<file path="config.mk">
export PLATFORM = sky130hd
export DESIGN_NAME = lane_block_distributor_flat
export DESIGN_NICKNAME = d
export VERILOG_FILES = /design/src/rtl/lane_block_distributor_pkg.sv /design/src/rtl/lane_block_distributor_if.sv /design/src/rtl/lane_block_distributor_am_period_counter.sv /design/src/rtl/lane_block_distributor.sv /design/src/flat_wrapper.sv
export SDC_FILE = /design/constraint.sdc
export NUM_CORES = 2
export LEC_CHECK = 0
export ABC_CLOCK_PERIOD_IN_PS = 71900
export BUFFER_PORTS_ARGS = -buffer_cell sky130_fd_sc_hd__buf_2
export CORE_MARGIN = 5
export CORE_UTILIZATION = 30
export DETAILED_ROUTE_END_ITERATION = 12
export GPL_ROUTABILITY_DRIVEN = 0
export PLACE_DENSITY = 0.59
export SETUP_SLACK_MARGIN = 0.3
export SLEW_MARGIN = 0
export SYNTH_ARGS = -nofsm -noshare
export SYNTH_HDL_FRONTEND = slang
export SYNTH_SLANG_ARGS = --single-unit
</file>
<file path="constraint.sdc">
create_clock -name i_clock -period 71.9 [get_ports i_clock]
set_clock_uncertainty 0.1 [all_clocks]
set_input_delay 3.595 -clock i_clock [delete_from_list [all_inputs] [get_ports i_clock]]
set_output_delay 3.595 -clock i_clock [all_outputs]
set_load 0.01 [all_outputs]
</file>
<file path="src/rtl/lane_block_distributor_pkg.sv">
// Shared PCS constants, FSM state encoding and block tagging helper.
package lane_block_distributor_pkg;

  localparam int unsigned LEN_CODED_BLOCK   = 66;
  localparam int unsigned LEN_TAGGED_BLOCK  = 67;
  localparam int unsigned N_LANES_DEFAULT   = 20;
  localparam int unsigned AM_PERIOD_DEFAULT = 16384;

  typedef enum logic {
    FILL    = 1'b0,
    EMIT_AM = 1'b1
  } state_t;

  typedef logic [LEN_CODED_BLOCK-1:0]  coded_block_t;
  typedef logic [LEN_TAGGED_BLOCK-1:0] tagged_block_t;

  // Prepend the AM tag bit to a coded block.
  function automatic tagged_block_t tag_block(input logic am_tag, input coded_block_t blk);
    return {am_tag, blk};
  endfunction

endpackage

</file>
<file path="src/rtl/lane_block_distributor_if.sv">
// Block-in / row-out handshake bundle of the lane block distributor.
interface lane_block_distributor_if
  import lane_block_distributor_pkg::*;
#(
  parameter int unsigned N_LANES = N_LANES_DEFAULT
) ();

  logic                                i_valid;
  coded_block_t                        i_data;
  logic                                o_ready;
  logic                                o_valid;
  logic [LEN_TAGGED_BLOCK*N_LANES-1:0] o_data;

  modport slave (
    input  i_valid,
    input  i_data,
    output o_ready,
    output o_valid,
    output o_data
  );

  modport master (
    output i_valid,
    output i_data,
    input  o_ready,
    input  o_valid,
    input  o_data
  );

endinterface

</file>
<file path="src/rtl/lane_block_distributor_am_period_counter.sv">
// Row counter within an AM period; am_due flags the last data row of the period.
module am_period_counter #(
  parameter int unsigned AM_PERIOD = lane_block_distributor_pkg::AM_PERIOD_DEFAULT
) (
  input  logic clk_i,
  input  logic rst_i,
  input  logic en_i,
  input  logic load_one_i,
  input  logic incr_i,
  output logic am_due_o
);

  localparam int unsigned     CW   = $clog2(AM_PERIOD);
  localparam logic [CW-1:0]   LAST = CW'(AM_PERIOD - 1);

  logic [CW-1:0] frame_cnt_q, frame_cnt_d;

  // AM row restarts the count at 1; a completed data row advances it with explicit wrap.
  always_comb begin
    frame_cnt_d = frame_cnt_q;
    if (load_one_i) begin
      frame_cnt_d = CW'(1);
    end else if (incr_i) begin
      frame_cnt_d = (frame_cnt_q == LAST) ? '0 : frame_cnt_q + CW'(1);
    end
  end

  // Count register, frozen while disabled.
  always_ff @(posedge clk_i or posedge rst_i) begin
    if (rst_i) begin
      frame_cnt_q <= '0;
    end else if (en_i) begin
      frame_cnt_q <= frame_cnt_d;
    end
  end

  assign am_due_o = (frame_cnt_q == LAST);

endmodule

</file>
<file path="src/rtl/lane_block_distributor.sv">
// Round-robin distribution of 66b blocks into tagged N_LANES rows, with one
// AM-slot row (all tags set, zero payload) opening every AM period.
module lane_block_distributor
  import lane_block_distributor_pkg::*;
#(
  parameter int unsigned N_LANES   = N_LANES_DEFAULT,
  parameter int unsigned AM_PERIOD = AM_PERIOD_DEFAULT
) (
  input  logic                     i_clock,
  input  logic                     i_reset,
  input  logic                     i_enable,
  lane_block_distributor_if.slave  bus
);

  localparam int unsigned     LW        = $clog2(N_LANES);
  localparam int unsigned     ROW_W     = LEN_TAGGED_BLOCK * N_LANES;
  localparam logic [LW-1:0]   LAST_LANE = LW'(N_LANES - 1);

  state_t          state_q;
  logic [LW-1:0]   lane_idx_q;
  coded_block_t    row_q [N_LANES-1];
  logic            o_valid_q;
  logic [ROW_W-1:0] o_data_q;
  logic [ROW_W-1:0] data_row_d;
  logic [ROW_W-1:0] am_row_d;
  logic            fill;
  logic            accept;
  logic            row_done;
  logic            am_due;

  assign fill     = (state_q == FILL);
  assign accept   = i_enable & fill & bus.i_valid;
  assign row_done = accept & (lane_idx_q == LAST_LANE);

  assign bus.o_ready = i_enable & fill;
  // o_valid_q is frozen with the rest of the state while disabled, so masking
  // here keeps o_valid low during disabled cycles without losing a row pulse.
  assign bus.o_valid = o_valid_q & i_enable;
  assign bus.o_data  = o_data_q;

  // Assemble the outgoing data row (incoming block in the last lane) and the AM row.
  always_comb begin
    data_row_d = '0;
    am_row_d   = '0;
    for (int unsigned i = 0; i < N_LANES - 1; i++) begin
      data_row_d[(N_LANES-1-i)*LEN_TAGGED_BLOCK +: LEN_TAGGED_BLOCK] = tag_block(1'b0, row_q[i]);
    end
    data_row_d[0 +: LEN_TAGGED_BLOCK] = tag_block(1'b0, bus.i_data);
    for (int unsigned i = 0; i < N_LANES; i++) begin
      am_row_d[i*LEN_TAGGED_BLOCK +: LEN_TAGGED_BLOCK] = tag_block(1'b1, '0);
    end
  end

  // FSM with row buffer and registered outputs; everything holds while disabled.
  always_ff @(posedge i_clock or posedge i_reset) begin
    if (i_reset) begin
      state_q    <= EMIT_AM;
      lane_idx_q <= '0;
      o_valid_q  <= 1'b0;
      o_data_q   <= '0;
      for (int unsigned i = 0; i < N_LANES - 1; i++) begin
        row_q[i] <= '0;
      end
    end else if (i_enable) begin
      o_valid_q <= 1'b0;
      unique case (state_q)
        EMIT_AM: begin
          o_valid_q <= 1'b1;
          o_data_q  <= am_row_d;
          state_q   <= FILL;
        end
        FILL: begin
          if (bus.i_valid) begin
            if (lane_idx_q == LAST_LANE) begin
              o_valid_q  <= 1'b1;
              o_data_q   <= data_row_d;
              lane_idx_q <= '0;
              if (am_due) begin
                state_q <= EMIT_AM;
              end
            end else begin
              row_q[lane_idx_q] <= bus.i_data;
              lane_idx_q        <= lane_idx_q + LW'(1);
            end
          end
        end
        default: begin
          state_q <= EMIT_AM;
        end
      endcase
    end
  end

  am_period_counter #(
    .AM_PERIOD (AM_PERIOD)
  ) u_am_period_counter (
    .clk_i      (i_clock),
    .rst_i      (i_reset),
    .en_i       (i_enable),
    .load_one_i (state_q == EMIT_AM),
    .incr_i     (row_done),
    .am_due_o   (am_due)
  );

endmodule

</file>
<file path="src/flat_wrapper.sv">
// flat-port wrapper written by rule: the top's interface ports become plain ports
module lane_block_distributor_flat import lane_block_distributor_pkg::*;
#(
  parameter int unsigned N_LANES   = N_LANES_DEFAULT,
  parameter int unsigned AM_PERIOD = AM_PERIOD_DEFAULT
)
  (i_clock, i_reset, i_enable, bus_i_valid, bus_i_data, bus_o_ready, bus_o_valid, bus_o_data);
  lane_block_distributor_if #(.N_LANES(N_LANES)) bus_i ();
  input  logic i_clock;
  input  logic i_reset;
  input  logic i_enable;
  input wire logic [$bits(bus_i.i_valid)-1:0] bus_i_valid;
  input wire logic [$bits(bus_i.i_data)-1:0] bus_i_data;
  output wire logic [$bits(bus_i.o_ready)-1:0] bus_o_ready;
  output wire logic [$bits(bus_i.o_valid)-1:0] bus_o_valid;
  output wire logic [$bits(bus_i.o_data)-1:0] bus_o_data;
  assign bus_i.i_valid = bus_i_valid;
  assign bus_i.i_data = bus_i_data;
  assign bus_o_ready = bus_i.o_ready;
  assign bus_o_valid = bus_i.o_valid;
  assign bus_o_data = bus_i.o_data;
  lane_block_distributor #(.N_LANES(N_LANES), .AM_PERIOD(AM_PERIOD)) u_core (.i_clock(i_clock), .i_reset(i_reset), .i_enable(i_enable), .bus(bus_i));
endmodule
</file>
==> impl_metrics.tcl <==
set metrics [dict create \
    status "finished clean" \
    via_per_inst 5.06 \
    ys_ff_latch 2596 \
    slowest_stage "buf_4" \
    r2r-end "u_core.bus.o_data[807]$_DFFE_PP0P_" \
    synthFlopType "dfrtp_1" \
    cp.arrival_ns 10.22 \
    tritoncts "built" \
    path_class "input pin to flip-flop" \
    row_count 206 \
    antenna_found_initial 32 \
    avgRoutedWirePerCell_um 27.3 \
    yosys.area.top_type_share 0.686 \
    clk_pin_slew_ns 0.06 \
    ff2ff_path_depth 9 \
    placedCellCount 10978 \
    area_delta_synth_final_pct 20.8 \
    ys_seq_area_frac 0.686 \
    tns_ns 0 \
    netlist-cell-type-count 40 \
    cts_resized 0 \
    setup_viol 0 \
    post-route-min-period_ns 9.58 \
    dieArea_sq_um 327000 \
    insertion_delay_ns 0.88 \
    cts_root_buf "clkbuf_16" \
    synth_common_cells "dfrtp_1, a22o_1, mux2_2" \
    hold_path_class "flip-flop to flip-flop" \
    cpMostUsedCell "buf_4" \
    h-tree-depth 5 \
    nets 7177 \
    synth_warnings 0 \
    min-delay-start "u_core.data_row_d[637]$_DFFE_PP0P_" \
    cts_inserted_buffers 282 \
    syn_area_sq_um 94600 \
    post-cts-setup-buffers 0 \
    die_h_um 572 \
    placed_area_sq_um 105000 \
    grt-ovfl-total 0 \
    cp.required_ns 72.54 \
    io_buffers 1411 \
    drt_pass1_iterations 8 \
    synth-edff-count 0 \
    yosys.cell_count.top_type "dfrtp_1" \
    first_iter_violations 4230 \
    coreArea_sq_um 314000 \
    antenna_left 0 \
    power_leakage_uw 0.0603 \
    timing.fmax_mhz 104 \
    ir_worst_vdd_mv 0.0223 \
    die_w_um 572 \
    drive_gt1_frac 0.425 \
    rsz0062_at_grt "false" \
    initial_core_util 0.301 \
    fin_area_sq_um 114000 \
    ios 1412 \
    critPathLaunchType "input pin" \
    crit_path_end_kind "flip-flop" \
    period_share 0.133 \
    cellPowerDensity_nw_per_um2 35.9 \
    r2r-start "u_core.lane_idx_q[2]$_DFFE_PP0P_" \
    grt_pass1_vias 60151 \
    ff2ff_setup_slack_ns 64.47 \
    path_cells "buf_2 > nand2_1 > o21a_4 > buf_4 > buf_4 > buf_4 > buf_4 > buf_4 > buf_4 > a22o_1" \
    yosys.area.top_type "dfrtp_1" \
    postSynthAreaPerCell_sq_um 16.0 \
    hold_depth 1 \
    clock-sinks 2596 \
    crit_fanout 87 \
    grt_max_degree 202 \
    synthCells 5898 \
    critPathTopFamily "buffers and inverters" \
    synthArstFlopShare 1.00 \
    min_to "u_core.bus.o_data[637]$_DFFE_PP0P_" \
    worst_pin_slew_ns 1.24 \
    syn_nets 5973 \
    finalHoldViolCount 0 \
    slew-limit-headroom 0.177 \
    maxCapViolations 0 \
    vias 58141 \
    yosys-top-cells-area "dfrtp_1, mux2_2, a22o_1" \
    grt_pass1_wl_um 446000 \
    cpPeakStageDelay_ns 0.89 \
    dp.final_hpwl_um 200000 \
    wl_um 313000 \
    grt_usage 0.184 \
    slew_violations 0 \
    cp.buffers_inverters 7 \
    ctsLongestPathBuffers 4 \
    stdcell_count 11497 \
    hold_buffers 0 \
    drc 0 \
]
layer usage:
metal / vias to the layer above / share of wire / track usage
li1: 24162 / - / -
met1: 31313 / 0.40 / 0.230
met2: 2129 / 0.48 / 0.300
met3: 537 / 0.081 / 0.0504
met4: 0 / 0.047 / 0.0810
met5: - / 0 / 0
kinds of logic (layout without fill, tap and decap cells):
kind of cell,after synthesis,after routing,synth area share
xor+xnor,1,1,0.0000926
flops,2596,2596,0.686
fa+ha+maj,5,5,0.000661
simple gates,88,88,0.00522
compound gates,1358,1358,0.125
mux,1255,1255,0.149
other cells,0,28,0
buf+inv,595,2006,0.0334
layout make-up:
class	instances	area [sq um]
fillers	29943	200000
flip-flops and latches	2596	65000
well taps	4160	5200
repair buffers	1505	7860
inverters	10	41.3
clock buffers	399	8120
multi-input cells	2707	26700
clock inverters	92	1380
diodes	28	70.1
layout by cell type, fill, tap and decap left out, types with 14 or more instances in the layout:
master / n
mux2_1: 120
bufinv_16: 15
dfrtp_1: 2595
clkbuf_8: 62
clkinv_2: 39
clkinv_16: 14
mux2_2: 1135
nand2_1: 19
buf_2: 1411
clkbuf_16: 282
diode_2: 28
o21ai_0: 14
buf_4: 87
nand2_4: 15
clkbuf_1: 55
a22o_1: 1323
power breakdown:
group | internal (uW) | switching, uW
sequential | 1790 | 193
combinational | 324 | 328
clock | 852 | 620
total | 2970 | 1140
sequential cells by signal (all words and copies together) (netlist names):
name,flops
u_core.bus.o_data,1321
u_core.data_row_d,1254
u_core.u_am_period_counter.frame_cnt_q,14
u_core.lane_idx_q,5
u_core.o_valid_q,1
u_core.state_q,1
worst max path at each step:
| stage | from | end | cells after the start |
|---|---|---|---|
| 2_1_floorplan | i_reset | u_core.bus.o_data[0]$_DFFE_PP0P_ | 1 |
| 3_3_place_gp | i_enable | u_core.bus.o_data[738]$_DFFE_PP0P_ | 10 |
| 3_5_place_dp | i_enable | u_core.bus.o_data[67]$_DFFE_PP0P_ | 10 |
| 4_1_cts | i_enable | u_core.bus.o_data[807]$_DFFE_PP0P_ | 10 |
| 5_1_grt | i_reset | u_core.data_row_d[991]$_DFFE_PP0P_ | 9 |
| 6_report | i_enable | u_core.bus.o_data[807]$_DFFE_PP0P_ | 10 |
worst reg2reg max path, cell delays in order, from the launching register on:
cell	delay (ns)
dfrtp_1	0.69
nand4bb_4	0.33
o21a_4	0.86
buf_4	0.91
buf_4	0.75
buf_4	0.82
buf_4	0.72
buf_4	0.89
buf_4	0.92
a22o_1	0.35
per-stage QoR:
step	power, uW	worst slack (ns)	util	hold slack [ns]
after floorplan	2380	32.10	-	0.360
after global placement	2630	61.76	0.333	0.366
after detailed placement	2660	61.65	0.333	0.369
after CTS	4150	62.55	0.363	0.318
after global routing	4290	62.02	0.363	0.333
final	4110	62.32	0.364	0.334
No activity file was read; power rests on OpenSTA's default activity.
